==> src/rtl/alu_control_seq.sv <==
// Registered ALU control decoder with a counter-driven IDLE/BUSY sequencer that
// stalls issue for the duration of multi-cycle multiply/divide operations.
module alu_control_seq #(
   parameter int ALUOP_W    = 4,
   parameter int FUNC_W     = 6,
   parameter int CTL_W      = 4,
   parameter int MUL_CYCLES = 4,
   parameter int DIV_CYCLES = 32,
   parameter int CNT_W      = 6
) (
   input  logic               clk,
   input  logic               rst_n,
   input  logic               in_valid,
   output logic               in_ready,
   input  logic [ALUOP_W-1:0] alu_op,
   input  logic [FUNC_W-1:0]  func,
   input  logic               flush,
   output logic [CTL_W-1:0]   ctl,
   output logic               ctl_valid,
   output logic               ctl_multi,
   output logic               illegal,
   output logic               busy,
   output logic               done
);

   typedef enum logic {
      IDLE = 1'b0,
      BUSY = 1'b1
   } state_t;

   localparam logic [CTL_W-1:0] NOP      = '1;
   localparam logic [CNT_W-1:0] MUL_LOAD = CNT_W'(MUL_CYCLES - 1);
   localparam logic [CNT_W-1:0] DIV_LOAD = CNT_W'(DIV_CYCLES - 1);

   state_t             state_reg, state_next;
   logic [CNT_W-1:0]   cnt_reg, cnt_next;
   logic [CTL_W-1:0]   ctl_reg, ctl_next;
   logic               ctl_valid_reg, ctl_valid_next;
   logic               ctl_multi_reg, ctl_multi_next;
   logic               illegal_reg, illegal_next;

   logic [CTL_W-1:0]   dec_code;
   logic               dec_illegal;
   logic               dec_multi;
   logic [CNT_W-1:0]   dec_load;
   logic               accept;

   // Instruction decode; jr is a legal NOP, unknown encodings are flagged NOPs.
   always_comb begin
      dec_code    = NOP;
      dec_illegal = 1'b0;
      dec_multi   = 1'b0;
      dec_load    = '0;
      case (alu_op)
         ALUOP_W'(0): dec_code = CTL_W'(4'd2);
         ALUOP_W'(1): dec_code = CTL_W'(4'd6);
         ALUOP_W'(3): dec_code = CTL_W'(4'd2);
         ALUOP_W'(4): dec_code = CTL_W'(4'd7);
         ALUOP_W'(5): dec_code = CTL_W'(4'd0);
         ALUOP_W'(6): dec_code = CTL_W'(4'd1);
         ALUOP_W'(7): dec_code = CTL_W'(4'd11);
         ALUOP_W'(2): begin
            case (func)
               FUNC_W'(0):  dec_code = CTL_W'(4'd13);
               FUNC_W'(2):  dec_code = CTL_W'(4'd14);
               FUNC_W'(8):  dec_code = NOP;
               FUNC_W'(32): dec_code = CTL_W'(4'd2);
               FUNC_W'(34): dec_code = CTL_W'(4'd6);
               FUNC_W'(36): dec_code = CTL_W'(4'd0);
               FUNC_W'(37): dec_code = CTL_W'(4'd1);
               FUNC_W'(39): dec_code = CTL_W'(4'd12);
               FUNC_W'(42): dec_code = CTL_W'(4'd7);
               FUNC_W'(24): begin
                  dec_code  = CTL_W'(4'd3);
                  dec_multi = 1'b1;
                  dec_load  = MUL_LOAD;
               end
               FUNC_W'(25): begin
                  dec_code  = CTL_W'(4'd4);
                  dec_multi = 1'b1;
                  dec_load  = MUL_LOAD;
               end
               FUNC_W'(26): begin
                  dec_code  = CTL_W'(4'd5);
                  dec_multi = 1'b1;
                  dec_load  = DIV_LOAD;
               end
               FUNC_W'(27): begin
                  dec_code  = CTL_W'(4'd9);
                  dec_multi = 1'b1;
                  dec_load  = DIV_LOAD;
               end
               default: dec_illegal = 1'b1;
            endcase
         end
         default: dec_illegal = 1'b1;
      endcase
   end

   assign accept = in_valid && (state_reg == IDLE) && !flush;

   always_comb begin
      state_next     = state_reg;
      cnt_next       = cnt_reg;
      ctl_next       = ctl_reg;
      ctl_valid_next = ctl_valid_reg;
      ctl_multi_next = ctl_multi_reg;
      illegal_next   = illegal_reg;
      if (flush) begin
         // Abort: the code itself is kept, only its qualifiers are dropped.
         state_next     = IDLE;
         cnt_next       = '0;
         ctl_valid_next = 1'b0;
         ctl_multi_next = 1'b0;
         illegal_next   = 1'b0;
      end else begin
         case (state_reg)
            IDLE: begin
               if (accept) begin
                  ctl_next       = dec_code;
                  illegal_next   = dec_illegal;
                  ctl_valid_next = 1'b1;
                  ctl_multi_next = dec_multi;
                  if (dec_multi) begin
                     state_next = BUSY;
                     cnt_next   = dec_load;
                  end
               end else begin
                  ctl_valid_next = 1'b0;
                  ctl_multi_next = 1'b0;
               end
            end
            BUSY: begin
               if (cnt_reg == '0) begin
                  state_next     = IDLE;
                  ctl_valid_next = 1'b0;
                  ctl_multi_next = 1'b0;
               end else begin
                  cnt_next = cnt_reg - CNT_W'(1);
               end
            end
            default: state_next = IDLE;
         endcase
      end
   end

   always_ff @(posedge clk or negedge rst_n) begin
      if (!rst_n) begin
         state_reg     <= IDLE;
         cnt_reg       <= '0;
         ctl_reg       <= NOP;
         ctl_valid_reg <= 1'b0;
         ctl_multi_reg <= 1'b0;
         illegal_reg   <= 1'b0;
      end else begin
         state_reg     <= state_next;
         cnt_reg       <= cnt_next;
         ctl_reg       <= ctl_next;
         ctl_valid_reg <= ctl_valid_next;
         ctl_multi_reg <= ctl_multi_next;
         illegal_reg   <= illegal_next;
      end
   end

   assign in_ready  = (state_reg == IDLE);
   assign busy      = (state_reg == BUSY);
   assign done      = (state_reg == BUSY) && (cnt_reg == '0);
   assign ctl       = ctl_reg;
   assign ctl_valid = ctl_valid_reg;
   assign ctl_multi = ctl_multi_reg;
   assign illegal   = illegal_reg;

endmodule

==> config.mk <==
export PLATFORM = sky130hd
export DESIGN_NAME = alu_control_seq
export DESIGN_NICKNAME = d
export VERILOG_FILES = /design/src/rtl/alu_control_seq.sv
export SDC_FILE = /design/constraint.sdc
export NUM_CORES = 1
export LEC_CHECK = 0
export ABC_AREA = 1
export BUFFER_PORTS_ARGS = -buffer_cell sky130_fd_sc_hd__buf_2
export CAP_MARGIN = 20
export CORE_UTILIZATION = 29
export DETAILED_ROUTE_END_ITERATION = 8
export SETUP_SLACK_MARGIN = 0.3
export SYNTH_ARGS = -nofsm -noshare
export SYNTH_HDL_FRONTEND = slang
export SYNTH_SLANG_ARGS = --single-unit
==> constraint.sdc <==
create_clock -name clk -period 1.2 [get_ports clk]
set_input_delay 0.24 -clock clk [delete_from_list [all_inputs] [get_ports clk]]
set_output_delay 0.24 -clock clk [all_outputs]
set_load 0.005 [all_outputs]
==> qor.tcl, run 1 <==
set qor(vertical_die_dimension_um) 63.4
set qor(least_margin_pin_slew_ns) 0.343
set qor(antenna_violations_before_repair) 0
set qor(grt_start_max_net_pins) 15
set qor(layout-drive-gt1-share) 0.578
set qor(critical_path_peak_fanout) 3
set qor(post_dp_cell_area_mm2) 0.00150
set qor(mapped_cell_area_mm2) 0.00109
set qor(synth.largest_area_cell) {sky130_fd_sc_hd__dfrtp_1}
set qor(ys_async_sr_fraction) 1.00
set qor(finalCoreUtilization) 0.549
set qor(ys_dominant_reg_cell) {sky130_fd_sc_hd__dfrtp_1}
set qor(global_route.overflow_total) 0
set qor(clock-sinks) 14
set qor(number_of_enable_flip_flop_cells_after_synthesis) 0
set qor(violated_checks) {setup timing}
set qor(grt_usage) 0.171
set qor(slew-limit-headroom) 0.772
set qor(synth.top_cells.by_count) {47 x sky130_fd_sc_hd__nand2_1, 22 x sky130_fd_sc_hd__nor2_1, 16 x sky130_fd_sc_hd__inv_1, 12 x sky130_fd_sc_hd__nand3_1}
set qor(area_growth_syn_to_layout_pct) 74.1
set qor(dpl.hpwl_um) 2250
set qor(cts_htree_levels) 1
set qor(setup.worst_path.start_class) {register}
set qor(clockBufferDepth) 2
set qor(hold_ws_ns) 0.272
set qor(number_of_unique_standard_cell_types_used_by_synthesis) 27
set qor(cts_tree) {yes}
set qor(yosys_warnings) 0
set qor(synthesis.nets) 182
set qor(vdd_drop_max_v) 0.000426
set qor(clock_pin_slew_reported_for_the_worst_setup_and_hold_paths_after_clock_tree_synthesis_ns) 0.06
set qor(max_ffs_per_register) 6
set qor(numCtsBuffers) 3
set qor(viasPerCell) 4.64
set qor(holdCritStartpoint) {alu_op[2]}
set qor(max_freq_mhz) 672
set qor(timing.critical_path.from) {cnt_reg[1]}
set qor(syn_inst) 166
set qor(coreArea_mm2) 0.00347
set qor(floorplan.initialDensity) 0.316
set qor(route.detailed.drc) 0
set qor(detail_route.iter0.violations) 53
set qor(synth-seq-area-share) 0.325
set qor(numPortBuffers) 23
set qor(first_pass_iters) 4
set qor(ioPinCount) 24
set qor(post_drt_wl_per_cell_um) 12.3
set qor(number_of_setup_violations_in_the_final_report) 13
set qor(rows) 21
set qor(r2r_start) {cnt_reg[1]}
set qor(design.die.area_mm2) 0.00402
set qor(final_area_mm2) 0.00191
set qor(count_of_pins_over_their_slew_limit) 0
set qor(endpoint_kind) {output pin}
set qor(first_pass_grt_wire_length_um) 5530
set qor(timing.final.crit_share) 1.24
set qor(place.gp.congestion) 0.799
set qor(worst_ep_arrival_time_ns) 1.25
set qor(req_time_crit_path_ns) 0.96
set qor(die_width_um) 63.4
set qor(num-nets-final) 254
set qor(final_critical_path_setup_slack_ns) -0.288
set qor(grt_pass1_vias) 1299
set qor(synthesis.area_per_instance_um2) 6.60
set qor(rsz0062_at_grt) {true}
set qor(ys_seq_elements) 14
set qor(drv_cap) 0
set qor(crit_path_category) {register to output pin}
set qor(most_area_consuming_cells_after_synthesis) {sky130_fd_sc_hd__dfrtp_1 23%, sky130_fd_sc_hd__nand2_1 16%, sky130_fd_sc_hd__dfstp_2 9.6%}
set qor(power.density_mw_per_mm2) 710
set qor(hold_vio_cnt_final) 0
set qor(clock_network_latency_to_the_later_pin_of_the_worst_skew_pair_ns) 0.25
set qor(antenna_cells) 0
set qor(worstHoldPathType) {input port to register}
set qor(clock_skew_ns) 0.00101
set qor(power_leakage_nw) 0.999
set qor(finalWirelength_um) 3470
set qor(route.antenna.remaining_nets) 0
set qor(n_fill_cell) 333
set qor(clock_tree_root) {sky130_fd_sc_hd__clkbuf_8}
set qor(synth_most_common_cell) {sky130_fd_sc_hd__nand2_1}
set qor(run_status) {finished with violations}
set qor(fin_crit_ns) 1.49
set qor(via_count) 1314
set qor(synthDominantCellAreaShare) 0.229
-- cell families after synthesis --
logic type / Yosys count / share of synthesized area
simple gates: 101 / 0.423
compound gates: 25 / 0.143
buf+inv: 24 / 0.0869
flops: 14 / 0.325
fa+ha+maj: 2 / 0.0229
-- layer usage --
metal  track usage  up-vias  share of wire
met3        0.0236        6          0.035
li1              -      675              -
met5             0        -              0
met4        0.0540        0          0.015
met1         0.206      601           0.44
met2         0.310       32           0.51
-- where the power goes --
part	switching, mW	internal [mW]	leakage, nW
logic	0.190	0.171	0.790
registers	0.0129	0.506	0.180
clock network	0.183	0.291	0.0288
total	0.386	0.967	0.999
-- per-stage QoR --
stage	TNS [ns]	setup slack, ns	power [mW]	instances
after floorplan	-0.0859	-0.0382	0.642	166
after global placement	-0.754	-0.101	0.767	261
after detailed placement	-0.949	-0.139	0.771	261
after CTS	-1.10	-0.221	1.30	278
after global routing	-2.69	-0.331	1.43	283
final	-2.07	-0.288	1.35	283
-- layout make-up --
type                       instances  area (um2)  share of cell area
tap                               46        57.6              0.0302
clock buffer                       4        55.1              0.0289
timing repair buffer              68         518               0.272
sequential                        14         355               0.186
multi-input combinational        128         818               0.429
inverter                          23         101              0.0532
-- final timing paths --
path                              end  slack [ns]  cells past startpoint
max                              done       -0.29                      5
min                            ctl[1]        0.27                      4
max reg2reg                cnt_reg[5]       -0.24                     10
min reg2reg                 ctl_multi        0.49                      1
max in group asynchronous      ctl[2]        0.47                      2
min in group asynchronous   ctl_valid        0.43                      2
-- worst max-delay path, cell delays in order, from the launching register on --
cell	delay [ns]
sky130_fd_sc_hd__dfrtp_1	0.37
sky130_fd_sc_hd__inv_2	0.09
sky130_fd_sc_hd__ha_4	0.14
sky130_fd_sc_hd__nand4_1	0.15
sky130_fd_sc_hd__nor2_2	0.14
sky130_fd_sc_hd__buf_2	0.12
-- cell usage in the layout (no fill, tap or decap), types with 2 or more instances in the layout --
cell type                  netlist  final
sky130_fd_sc_hd__dfstp_2         4      4
sky130_fd_sc_hd__nor3_1          3      2
sky130_fd_sc_hd__buf_4           1     34
sky130_fd_sc_hd__a21oi_1        10      7
sky130_fd_sc_hd__nand2_4         1      8
sky130_fd_sc_hd__nand3_2         2      3
sky130_fd_sc_hd__nor2_1         22     13
sky130_fd_sc_hd__nor2_4          2      7
sky130_fd_sc_hd__buf_6           0     14
sky130_fd_sc_hd__o22ai_2         2      2
sky130_fd_sc_hd__inv_2           6      9
sky130_fd_sc_hd__o21ai_2         2      4
sky130_fd_sc_hd__a21oi_2         0      3
sky130_fd_sc_hd__nand3_1        12     11
sky130_fd_sc_hd__buf_2           0     19
sky130_fd_sc_hd__nand2_2         3      9
sky130_fd_sc_hd__clkbuf_8        0      4
sky130_fd_sc_hd__dfrtp_1        10     10
sky130_fd_sc_hd__nand2_1        47     34
sky130_fd_sc_hd__inv_1          16     11
sky130_fd_sc_hd__o21ai_0         4      4
sky130_fd_sc_hd__nor2_2          6     10
-- what timing repair did --
action,CTS,global route
setup endpoints to repair,24,24
hold buffers,1,0
gates resized for setup,45,14
endpoints found under the hold margin,10,0
pin swaps,21,6
cloned,0,0
buffers inserted,12,5
No activity file was read; power rests on OpenSTA's default activity.
==> run 2: changes to the inputs <==
ABC_AREA = default   (was 1)
CTS_CLUSTER_SIZE = 20   (was default)
==> qor.tcl, run 2 <==
set qor(synth_most_common_cell) {sky130_fd_sc_hd__nor2_1}
set qor(rows) 21 ;# unchanged
set qor(detail_route.iter0.violations) 37 ;# -30%
set qor(floorplan.initialDensity) 0.305 ;# -0.0106
set qor(final_critical_path_setup_slack_ns) -0.518 ;# -0.230 ns
set qor(clock_tree_root) {sky130_fd_sc_hd__clkbuf_4}
set qor(numCtsBuffers) 3 ;# unchanged
set qor(synthesis.area_per_instance_um2) 8.41 ;# +28%
set qor(setup.worst_path.start_class) {register}
set qor(via_count) 1175 ;# -11%
set qor(clock_skew_ns) 0.00167 ;# +0.000655 ns
set qor(number_of_enable_flip_flop_cells_after_synthesis) 0 ;# unchanged
set qor(clock-sinks) 14 ;# unchanged
set qor(numPortBuffers) 23 ;# unchanged
set qor(max_freq_mhz) 582 ;# -13%
set qor(path_buf_inv) 0 ;# -2
set qor(synth-seq-area-share) 0.346 ;# +0.0218
set qor(worstHoldPathType) {input port to register}
set qor(num-nets-final) 201 ;# -21%
set qor(rsz0062_at_grt) {true}
set qor(req_time_crit_path_ns) 1.41 ;# +0.45 ns
set qor(vertical_die_dimension_um) 61.5 ;# -3.1%
set qor(ioPinCount) 24 ;# unchanged
set qor(yosys_warnings) 0 ;# unchanged
set qor(ys_async_sr_fraction) 1.00 ;# unchanged
set qor(synth.largest_area_cell) {sky130_fd_sc_hd__dfrtp_1}
set qor(design.die.area_mm2) 0.00378 ;# -6.1%
set qor(cell_type_group_with_the_largest_total_delay_on_the_critical_path) {simple AND/OR/NAND/NOR gates}
set qor(most-common-layout-cells) {36 x sky130_fd_sc_hd__buf_4, 18 x sky130_fd_sc_hd__buf_2, 11 x sky130_fd_sc_hd__nor2_1, 10 x sky130_fd_sc_hd__dfrtp_1, 9 x sky130_fd_sc_hd__buf_6}
set qor(synthesis.nets) 138 ;# -24%
set qor(layoutNonFillerInstCount) 230 ;# -19%
set qor(power.density_mw_per_mm2) 691 ;# -2.8%
set qor(clock_pin_slew_reported_for_the_worst_setup_and_hold_paths_after_clock_tree_synthesis_ns) 0.09 ;# +0.03 ns
set qor(die_width_um) 61.5 ;# -3.1%
set qor(timing.final.crit_share) 1.43 ;# +0.192
set qor(coreArea_mm2) 0.00336 ;# -3.0%
set qor(grt_pass1_vias) 1149 ;# -12%
set qor(synth.top_cells.by_count) {16 x sky130_fd_sc_hd__nor2_1, 10 x sky130_fd_sc_hd__dfrtp_1, 9 x sky130_fd_sc_hd__a21oi_1}
set qor(drv_cap) 0 ;# unchanged
set qor(n_fill_cell) 359 ;# +7.8%
set qor(final-seq-area_um2) 355 ;# unchanged
set qor(mapped_cell_area_mm2) 0.00103 ;# -6.3%
set qor(critical_path.most_common_cell) {sky130_fd_sc_hd__or3_1}
set qor(crit_chain) {or3_1 > or3_1 > or4_1 > a31oi_1}
set qor(vdd_drop_max_v) 0.000343 ;# -20%
set qor(run_status) {finished with violations}
set qor(violated_checks) {setup timing}
set qor(hold_vio_cnt_final) 0 ;# unchanged
set qor(count_of_pins_over_their_slew_limit) 0 ;# unchanged
set qor(critical_path.slowest_cell) {sky130_fd_sc_hd__or3_1}
set qor(syn_inst) 122 ;# -27%
set qor(slew-limit-headroom) 0.731 ;# -0.0403
set qor(worst_ep_arrival_time_ns) 1.93 ;# +0.68 ns
set qor(finalWirelength_um) 3040 ;# -13%
set qor(critical_path_peak_fanout) 2 ;# -1
set qor(ys_seq_elements) 14 ;# unchanged
set qor(place_inst) 214 ;# -18%
set qor(power_leakage_nw) 0.752 ;# -25%
set qor(least_margin_pin_slew_ns) 0.398 ;# +0.0554 ns
set qor(worst_path_largest_cell_delay_ns) 0.40 ;# +0.03 ns
set qor(grt_start_max_net_pins) 15 ;# unchanged
set qor(area_growth_syn_to_layout_pct) 63.0
set qor(first_pass_iters) 4 ;# unchanged
set qor(max_ffs_per_register) 6 ;# unchanged
set qor(grt_usage) 0.173 ;# +0.00132
set qor(most_common_library_cell_in_the_layout_ignoring_fill_and_taps) {sky130_fd_sc_hd__buf_4}
set qor(fin_crit_ns) 1.72 ;# +0.230 ns
set qor(antenna_cells) 0 ;# unchanged
set qor(route.antenna.remaining_nets) 0 ;# unchanged
set qor(post_drt_wl_per_cell_um) 13.2 ;# +7.6%
set qor(global_route.overflow_total) 0 ;# unchanged
set qor(total_area_of_multi_input_combinational_cells_um2) 706 ;# -14%
set qor(route.detailed.drc) 0 ;# unchanged
set qor(layout-drive-gt1-share) 0.533 ;# -0.0455
set qor(antenna_violations_before_repair) 0 ;# unchanged
set qor(cts_tree) {yes}
set qor(place.gp.congestion) 0.902 ;# +13%
set qor(dpl.hpwl_um) 2220 ;# -1.3%
set qor(cts_htree_levels) 1 ;# unchanged
set qor(dp_slack_ns) -0.494 ;# -0.355 ns
set qor(most_area_consuming_cells_after_synthesis) {sky130_fd_sc_hd__dfrtp_1 24%, sky130_fd_sc_hd__dfstp_2 10%, sky130_fd_sc_hd__nor2_1 5.9%}
set qor(crit_path_category) {register to register}
set qor(ys_dominant_reg_cell) {sky130_fd_sc_hd__dfrtp_1}
set qor(first_pass_grt_wire_length_um) 4840 ;# -12%
set qor(synthDominantCellAreaShare) 0.244 ;# +0.0153
set qor(endpoint_kind) {register}
set qor(clockBufferDepth) 2 ;# unchanged
set qor(clock_network_latency_to_the_later_pin_of_the_worst_skew_pair_ns) 0.28 ;# +0.03 ns
set qor(viasPerCell) 5.11 ;# +10%
set qor(number_of_setup_violations_in_the_final_report) 12 ;# -1
set qor(number_of_unique_standard_cell_types_used_by_synthesis) 40 ;# +48%
run 2: cells by family after synthesis:
logic type | after synthesis | synth area share
and+or+nand+nor | 52 | 0.291
AOI/OAI and AO/OA | 37 | 0.241
buffers and inverters | 14 | 0.0683
DFF | 14 | 0.346
muxes | 2 | 0.0195
adders and majority gates | 2 | 0.0244
xor gates and xnor gates | 1 | 0.00854
run 2: where the power goes:
part,internal [mW],switching [mW],total (mW),leakage (nW)
Clock,0.185,0.165,0.350,0.0210
Sequential,0.505,0.0136,0.518,0.180
Combinational,0.152,0.135,0.287,0.551
run 2: stage by stage:
step	cell area [um2]	setup TNS [ns]	total power, mW	hold slack, ns	utilization
final	1670	-4.35	1.16	0.285	0.497
after detailed placement	1420	-4.45	0.762	0.155	0.422
after global routing	1670	-5.27	1.23	0.291	0.497
after floorplan	1080	-2.17	0.638	-0.0556	-
after global placement	1420	-3.98	0.755	0.154	0.422
after CTS	1570	-4.35	1.14	0.285	0.466
run 2: repair_timing:
action | 4_1_cts | 5_1_grt
hold endpoints to repair | 10 | 0
hold buffers | 1 | 0
cloned | 0 | 0
endpoints found under the setup margin | 24 | 24
pin swaps | 6 | 5
buffers inserted | 7 | 4
resized for setup | 16 | 16
run 2: final timing paths:
| check | from | to | slack [ns] | cells past startpoint |
|---|---|---|---|---|
| setup / recovery | cnt_reg[0] | cnt_reg[5] | -0.52 | 4 |
| hold reg to reg | ctl[3] | ctl[3] | 0.51 | 2 |
| hold / removal | flush | illegal | 0.29 | 4 |
| max in group asynchronous | rst_n | ctl[1] | 0.53 | 2 |
| min in group asynchronous | rst_n | cnt_reg[5] | 0.38 | 2 |
| setup reg to reg | cnt_reg[0] | cnt_reg[5] | -0.52 | 4 |
run 2: final cells by class:
| class | instances | area share |
|---|---|---|
| Multi-Input combinational cell | 94 | 0.422 |
| Timing Repair Buffer | 65 | 0.291 |
| Sequential cell | 14 | 0.212 |
| Tap cell | 46 | 0.0344 |
| Clock buffer | 4 | 0.0217 |
| Inverter | 7 | 0.0187 |
run 2: worst reg2reg max path, cell delays in order (launching register included):
cell and delay [ns]:
sky130_fd_sc_hd__dfrtp_1 0.38, sky130_fd_sc_hd__or3_1 0.40, sky130_fd_sc_hd__or3_1 0.33, sky130_fd_sc_hd__or4_1 0.40, sky130_fd_sc_hd__a31oi_1 0.13
run 2: per-layer routing:
layer	global-route usage	wire length [um]	vias to the layer above	share of wire
met2	0.313	1610	29	0.53
met5	0	0	-	0
met4	0.0571	15	0	0.0049
li1	-	-	578	-
met1	0.201	1300	566	0.43
met3	0.0357	114	2	0.038
